[config.mk]
export PLATFORM = sky130hd
export DESIGN_NAME = rd53_bgpv_fe_ctrl
export DESIGN_NICKNAME = d
export VERILOG_FILES = /design/src/rtl/rd53_bgpv_fe_ctrl.sv
export SDC_FILE = /design/constraint.sdc
export NUM_CORES = 1
export LEC_CHECK = 0
export ABC_CLOCK_PERIOD_IN_PS = 2800
export CAP_MARGIN = 20
export CORE_UTILIZATION = 35
export CTS_CLUSTER_DIAMETER = 40
export CTS_CLUSTER_SIZE = 16
export DETAILED_ROUTE_END_ITERATION = 16
export HOLD_SLACK_MARGIN = 0.1
export PLACE_DENSITY = 0.67
export RECOVER_POWER = 100
export SLEW_MARGIN = 30
export SYNTH_ARGS = -nofsm -noshare
export SYNTH_HDL_FRONTEND = slang
export SYNTH_SLANG_ARGS = --single-unit
[constraint.sdc]
create_clock -name CLK -period 2.8 [get_ports CLK]
set_input_delay 0.56 -clock CLK [delete_from_list [all_inputs] [get_ports CLK]]
set_output_delay 0.56 -clock CLK [all_outputs]
set_load 0.02 [all_outputs]
[src/rtl/rd53_bgpv_fe_ctrl.sv]
// rd53_bgpv_fe_ctrl -- front-end injection / discriminator readout controller.
// Drives the two-phase charge injection (S0, then S1) and holds the analog
// configuration (GAIN_SEL, POWER_DOWN, TH_DAC). After injection it watches the
// synchronized discriminator for a hit and returns the result on a
// valid/ready handshake.
// Build option: define RD53_BGPV_TOT_EN to add the MEAS state, which measures
// time-over-threshold. Without it, a hit ends the measurement at once and
// res_tot / res_ovf are tied to zero.
module rd53_bgpv_fe_ctrl #(
   parameter int INJ_WIDTH = 4,
   parameter int TIMEOUT   = 63,
   parameter int TOT_W     = 4
) (
   input  logic             CLK,
   input  logic             RESET,
   input  logic             cfg_we,
   input  logic             cfg_gain_sel,
   input  logic             cfg_power_down,
   input  logic [3:0]       cfg_th_dac,
   input  logic             inj_valid,
   output logic             inj_ready,
   output logic             res_valid,
   input  logic             res_ready,
   output logic             res_hit,
   output logic [TOT_W-1:0] res_tot,
   output logic             res_ovf,
   output logic             S0,
   output logic             S1,
   output logic             GAIN_SEL,
   output logic             POWER_DOWN,
   output logic [3:0]       TH_DAC,
   input  logic             HIT
);

   // One counter serves the injection phases and the WAIT/MEAS timeouts,
   // so it is sized for whichever limit is larger.
   localparam int CMAX = (TIMEOUT > INJ_WIDTH) ? TIMEOUT : INJ_WIDTH;
   localparam int CW   = $clog2(CMAX + 1);
   localparam logic [CW-1:0] INJ_LAST = CW'(INJ_WIDTH - 1);
   localparam logic [CW-1:0] TO_LAST  = CW'(TIMEOUT - 1);

`ifdef RD53_BGPV_TOT_EN
   typedef enum logic [2:0] {IDLE, INJ0, INJ1, WAIT, MEAS, DONE} state_t;
   logic [TOT_W-1:0] tot_q;
   logic             ovf_q;
`else
   typedef enum logic [2:0] {IDLE, INJ0, INJ1, WAIT, DONE} state_t;
`endif

   state_t        state;
   logic [CW-1:0] cnt;
   logic          hs_m, hs, hs_d;
   logic          rise;

   assign inj_ready = (state == IDLE) & ~POWER_DOWN;
   assign rise      = hs & ~hs_d;

`ifdef RD53_BGPV_TOT_EN
   assign res_tot = tot_q;
   assign res_ovf = ovf_q;
`else
   assign res_tot = '0;
   assign res_ovf = 1'b0;
`endif

   // Two-flop synchronizer for the asynchronous discriminator, plus a delayed
   // copy so that only a rising edge can be treated as a hit.
   always_ff @(posedge CLK) begin
      if (RESET) begin
         hs_m <= 1'b0;
         hs   <= 1'b0;
         hs_d <= 1'b0;
      end else begin
         hs_m <= HIT;
         hs   <= hs_m;
         hs_d <= hs;
      end
   end

   // Control FSM. All outputs are registered here.
   always_ff @(posedge CLK) begin
      if (RESET) begin
         state      <= IDLE;
         cnt        <= '0;
         S0         <= 1'b0;
         S1         <= 1'b0;
         GAIN_SEL   <= 1'b0;
         POWER_DOWN <= 1'b1;
         TH_DAC     <= 4'd8;
         res_valid  <= 1'b0;
         res_hit    <= 1'b0;
`ifdef RD53_BGPV_TOT_EN
         tot_q      <= '0;
         ovf_q      <= 1'b0;
`endif
      end else begin
         case (state)
            IDLE: begin
               // Configuration is accepted only while idle. A write in the same
               // cycle as an accepted injection still takes effect.
               if (cfg_we) begin
                  GAIN_SEL   <= cfg_gain_sel;
                  POWER_DOWN <= cfg_power_down;
                  TH_DAC     <= cfg_th_dac;
               end
               if (inj_valid && inj_ready) begin
                  state   <= INJ0;
                  S0      <= 1'b1;
                  cnt     <= '0;
                  res_hit <= 1'b0;
`ifdef RD53_BGPV_TOT_EN
                  tot_q   <= '0;
                  ovf_q   <= 1'b0;
`endif
               end
            end
            INJ0: begin
               if (cnt == INJ_LAST) begin
                  state <= INJ1;
                  S0    <= 1'b0;
                  S1    <= 1'b1;
                  cnt   <= '0;
               end else begin
                  cnt <= cnt + 1'b1;
               end
            end
            INJ1: begin
               if (cnt == INJ_LAST) begin
                  state <= WAIT;
                  S1    <= 1'b0;
                  cnt   <= '0;
               end else begin
                  cnt <= cnt + 1'b1;
               end
            end
            WAIT: begin
               // A level that was already high on entry has no rising edge,
               // so it cannot count as a hit.
               if (rise) begin
`ifdef RD53_BGPV_TOT_EN
                  state <= MEAS;
                  tot_q <= TOT_W'(1);
                  cnt   <= '0;
`else
                  state     <= DONE;
                  res_valid <= 1'b1;
                  res_hit   <= 1'b1;
`endif
               end else if (cnt == TO_LAST) begin
                  state     <= DONE;
                  res_valid <= 1'b1;
                  res_hit   <= 1'b0;
               end else begin
                  cnt <= cnt + 1'b1;
               end
            end
`ifdef RD53_BGPV_TOT_EN
            MEAS: begin
               if (!hs) begin
                  state     <= DONE;
                  res_valid <= 1'b1;
                  res_hit   <= 1'b1;
               end else begin
                  // Saturate instead of wrapping when the pulse is long.
                  if (tot_q != '1) tot_q <= tot_q + 1'b1;
                  if (cnt == TO_LAST) begin
                     state     <= DONE;
                     res_valid <= 1'b1;
                     res_hit   <= 1'b1;
                     ovf_q     <= 1'b1;
                  end else begin
                     cnt <= cnt + 1'b1;
                  end
               end
            end
`endif
            DONE: begin
               // The result fields are held until the consumer takes them.
               if (res_ready) begin
                  state     <= IDLE;
                  res_valid <= 1'b0;
               end
            end
            default: state <= IDLE;
         endcase
      end
   end

endmodule

# After elaboration in Yosys (flattened, before gate mapping)
# Index checks and enable logic that the tools add are counted.
[totals] mem_bits_ro=0 inputBits=12 reg_bits=22 n_memories=0 latch_bits=0 ram_bits=0
[op_classes] div_mod_pow=0 order_cmp=0 eq_ne=13 reduce_logical=15 bitwise_logic=4 addsub=1 multipliers=0 shifts=0 muxes=25
[ops] operator="2-to-1 mux 6 bit" n=4
[ops] operator="2-to-1 mux 3 bit" n=6
[ops] operator="case mux 6 bit (3 select lines)" n=1
[ops] operator="case mux 3 bit (5 select lines)" n=1
[ops] operator="AND reduction 3 bit" n=4
[ops] operator="inequality test 2 bit (second input constant)" n=5
[ops] operator="2-to-1 mux 1 bit" n=9
[ops] operator="case mux 1 bit (2 select lines)" n=4
[ops] operator="nonzero test 2 bit" n=4
[ops] operator="adder 6 x 1 -> 6 bit (second input constant)" n=1
[ops] operator="equality test 3 x 2 -> 1 bit (second input constant)" n=2
[ops] operator="equality test 6 x 2 -> 1 bit (second input constant)" n=1
[ops] operator="equality test 6 bit (second input constant)" n=1
[ops] operator="AND reduction 5 bit" n=1
[ops] operator="AND reduction 4 bit" n=1
[ops] operator="equality test 3 x 1 -> 1 bit (second input constant)" n=1
[ops] operator="equality test 3 bit (second input constant)" n=1
[ops] operator="zero test 3 bit" n=1
[ops] operator="inequality test 3 bit (second input constant)" n=1
[ops] operator="nonzero test 3 bit" n=1
[ops] operator="AND 1 bit" n=2
[ops] operator="inequality test 2 x 1 -> 1 bit (second input constant)" n=1
[ops] operator="NOT 1 bit" n=2
[ops] operator="AND reduction 2 bit" n=1
[ops] operator="2 further kinds" n=2

# Logic depth before layout (Yosys ltp)
[logic_depth] depth_word=5 ltp_mapped=8

# Worst setup path before layout
# OpenSTA, ideal clock, no wires.
[synth_path] path_type="register to register" startpoint="register cnt[0]" endpoint="register cnt[5]" arrival_ns=2.041 setup_time_ns=0.066 required_ns=2.734 path_buffers=1 stages_incl_launch_ff=9 setup_slack_ns=0.693 synth_period_minus_slack_ns=2.107 path_cell_list="dfxtp_1 -> inv_1 -> ha_1 -> and2_1 -> a21o_1 -> a311o_1 -> buf_6 -> or4_4 -> a21oi_2"
[synth_via] elab_chain_len=4 word_cells_on_any_way=9
[synth_rtl] item="start: declaration" line_no="51" rtl="logic [CW-1:0] cnt;"
[synth_rtl] item="start signal: assignment" line_no="124" rtl="cnt <= cnt + 1'b1;"
[synth_rtl] item="start signal: assignment" line_no="133" rtl="cnt <= cnt + 1'b1;"
[synth_rtl] item="start signal: assignment" line_no="154" rtl="cnt <= cnt + 1'b1;"
[synth_rtl] item="adder 6 x 1 -> 6 bit" line_no="124, 133, 154"
[synth_rtl] item="2-to-1 mux 6 bit" line_no="149" rtl="end else if (cnt == TO_LAST) begin"
[synth_rtl] item="2-to-1 mux 6 bit" line_no="139" rtl="if (rise) begin"
[synth_rtl] item="case mux 6 bit (3 select lines)" line_no="97" rtl="case (state)"
# Several ways; a longest one is shown, not always the timed one. The select of a mux whose other input is x is not followed.
# A chain may end at the register's enable or synchronous reset.

# Final worst setup path
[layout_path] startpoint="register state[1]" endpoint="output port inj_ready"
[layout_via] elab_chain_len=2
[layout_rtl] item="start: declaration" line_no="50" rtl="state_t state;"
[layout_rtl] item="start signal: assignment" line_no="83" rtl="state <= IDLE;"
[layout_rtl] item="start signal: assignment" line_no="107" rtl="state <= INJ0;"
[layout_rtl] item="start signal: assignment" line_no="119" rtl="state <= INJ1;"
[layout_rtl] item="zero test 3 bit" line_no="55" rtl="assign inj_ready = (state == IDLE) & ~POWER_DOWN;"
[layout_rtl] item="AND 1 bit" line_no="55"
[layout_rtl] item="end: declaration" line_no="21" rtl="output logic inj_ready,"
# Every way passes these cells.

==> results_dict.tcl <==
set metrics [dict create \
    fin_crit_sh_pct 86.2 \
    path_max_fanout 16 \
    finalPower_mw 0.567 \
    power.leakage_nw 0.513 \
    slowest_stage "dlygate4sd3_1" \
    finClkSkew_ps 1.94 \
    grt_use_total_pct 14.9 \
    grt_pass1_wl_mm 3.87 \
    port_buffers 22 \
    drc 2 \
    power_density_nw_per_um2 431 \
    path_clk_slew_ps 110 \
    crit_chain "nor4_1 -> dlygate4sd3_1" \
    nNetsFinal 159 \
    period_minus_slack_ps 2410 \
    post_cts_buffers 0 \
    grt_setup_unrepaired "no" \
    tightestPinTransition_ps 511 \
    clockBufferDepth 2 \
    viasPerCell 5.34 \
    ios 28 \
    vias 930 \
    drt-initial-drc-count 13 \
    setup_viol_count_final 0 \
    overflow 0 \
    wl_per_cell_um 12.9 \
    synth_area_um2 1080 \
    syn_to_final_growth_pct 21.1 \
    yosys_warnings 0 \
    grt_pass1_vias 903 \
    r2r_end "cnt[4]" \
    start_util_pct 38.0 \
    antenna_cells 0 \
    endpoint "inj_ready" \
    finalMaxSlewViolations 0 \
    ff2ff_setup_slack_ps 440 \
    cts.sinks 22 \
    cts_tree "done" \
    path_class "register to output port" \
    clock_latency_ps 310 \
    cts_root_buffer "clkbuf_4" \
    dieWidth_um 57.7 \
    relSlewSlack_pct 65.9 \
    reg2reg_depth 6 \
    h-tree-depth 1 \
    place_congestion 0.811 \
    synth.top_cells.by_area "dfxtp_1 (41%), mux2i_1 (6.5%), nor2_1 (3.8%)" \
    cpPeakStageDelay_ps 720 \
    synth_area_per_cell_um2 8.68 \
    outcome "complete, but fails checks" \
    worstSetupEndpointType "output port" \
    whs_ps 463 \
    grt_max_degree 17 \
    hold_violations 0 \
    ys_ff_latch 22 \
    drtAntennaViolNets 0 \
    min_path_type "register to register" \
    drv_cap 0 \
    max_freq_mhz 415 \
    cts_hold_buf 0 \
    tns_ps 0 \
    reg2reg_from "cnt[1]" \
    synth_cell_types 39 \
    synth_seq_area_share_pct 40.6 \
    fp-row-count 19 \
    startpoint "state[1]" \
    drt-total-wl_mm 2.25 \
    synth_top_area_share_pct 40.6 \
    cp.required_ps 2240 \
    ir_drop_mv 0.219 \
    dp_hpwl_mm 1.63 \
    cts-resized-gates 0 \
    antenna_found_initial 0 \
    failed_checks "design-rule violations" \
    dieArea_um2 3330 \
    final_core_util_pct 46.1 \
    core_um2 2850 \
    syn_inst 125 \
    worstPathArrival_ps 1850 \
    yosys.area.top_type "dfxtp_1" \
    numCtsBuffers 3 \
    dieHeight_um 57.7 \
    startpoint_type "register" \
    drt_first_pass_iters 10 \
    drive_gt1_share_pct 5.59 \
]
## layer usage
layer / routed length (µm) / share of wire, % / GRT usage [%] / up-vias
met2: 1100 / 49 / 25.1 / 29
met4: 38 / 1.7 / 6.12 / 0
met3: 111 / 4.9 / 3.13 / 3
li1: - / - / - / 469
met1: 997 / 44 / 18.5 / 429
met5: 0 / 0 / 0 / -
## final cells by class
type	instances	area, µm²
Clock buffer	3	22.5
Fill cell	283	1540
Inverter	4	15.0
Multi-Input combinational cell	91	569
Sequential cell	22	440
Tap cell	31	38.8
Timing Repair Buffer	23	228
## placed cells by master, fill, tap and decap left out, types with 2 or more instances in the layout
cell type        netlist  layout
a211oi_1               2       2
a21oi_1                6       6
a22oi_1                2       2
and2_0                 0       2
clkbuf_4               0       3
clkdlybuf4s50_1        0      10
conb_1                 1       5
dfxtp_1               22      22
dlygate4sd3_1          0      12
ha_1                   2       2
inv_1                  4       4
mux2i_1                7       7
nand2_1               10      10
nand2b_1               2       2
nand3_1                4       4
nor2_1                11      11
nor2b_1                5       5
nor3_1                 5       5
nor4_1                 2       2
o211ai_1               2       2
o21ai_0                4       4
o31ai_1                2       2
or3_1                  2       2
xnor2_1                2       2
## report_power, final
part / switching (mW) / total [mW] / internal, mW
Sequential: 0.00835 / 0.332 / 0.324
Combinational: 0.0487 / 0.0907 / 0.0420
Clock: 0.0936 / 0.144 / 0.0504
Total: 0.151 / 0.567 / 0.416
## how the worst min path moves through the flow
stage | from | endpoint | slack (ps) | cells past startpoint
floorplan | hs_m | hs | 410 | 1
global placement | hs_m | hs | 420 | 1
detailed placement | hs_m | hs | 450 | 1
CTS | hs_m | hs | 470 | 1
global route | hs_m | hs | 500 | 1
finish | hs_m | hs | 460 | 1
## kinds of logic after synthesis
group	synth area share [%]
compound gates	17.3
xor+xnor	2.42
fa+ha+maj	2.31
buf+inv	7.96
flops	40.6
mux	6.46
other cells	0.346
simple gates	22.6
## cell usage after synthesis, drive strengths merged
| cell | n |
|---|---|
| a211o | 1 |
| a211oi | 2 |
| a21o | 1 |
| a21oi | 7 |
| a22oi | 2 |
| a311o | 1 |
| a311oi | 1 |
| a32o | 1 |
| a41oi | 1 |
| and2 | 2 |
| and3 | 1 |
| buf | 7 |
| clkbuf | 5 |
| conb | 1 |
| dfxtp | 22 |
| ha | 2 |
| inv | 4 |
| mux2i | 7 |
| nand2 | 10 |
| nand2b | 2 |
| nand3 | 4 |
| nand3b | 1 |
| nor2 | 11 |
| nor2b | 5 |
| nor3 | 5 |
| nor4 | 2 |
| o211ai | 2 |
| o21ai | 5 |
| o22ai | 1 |
| o31ai | 2 |
| or3 | 2 |
| or4 | 1 |
| or4b | 1 |
| xnor2 | 2 |
| xor2 | 1 |
## registers in the layout (all words and copies together), names as in the netlist
name        count
GAIN_SEL        1
POWER_DOWN      1
S0              1
S1              1
TH_DAC          4
cnt             6
hs              1
hs_d            1
hs_m            1
res_hit         1
res_valid       1
state           3
## worst max-delay path: cells and delay by family (launching register included)
family	cells	cell delay, ps
and+or+nand+nor	1	340
buffers and inverters	1	720
DFF	1	480
## through the flow
step / worst slack (ps) / area (µm²) / instances
global placement: 356 / 1290 / 171
finish: 387 / 1310 / 174
detailed placement: 320 / 1290 / 171
CTS: 405 / 1320 / 174
global route: 277 / 1310 / 174
floorplan: 693 / 1100 / 129
Power figures use the tool's default switching activity.
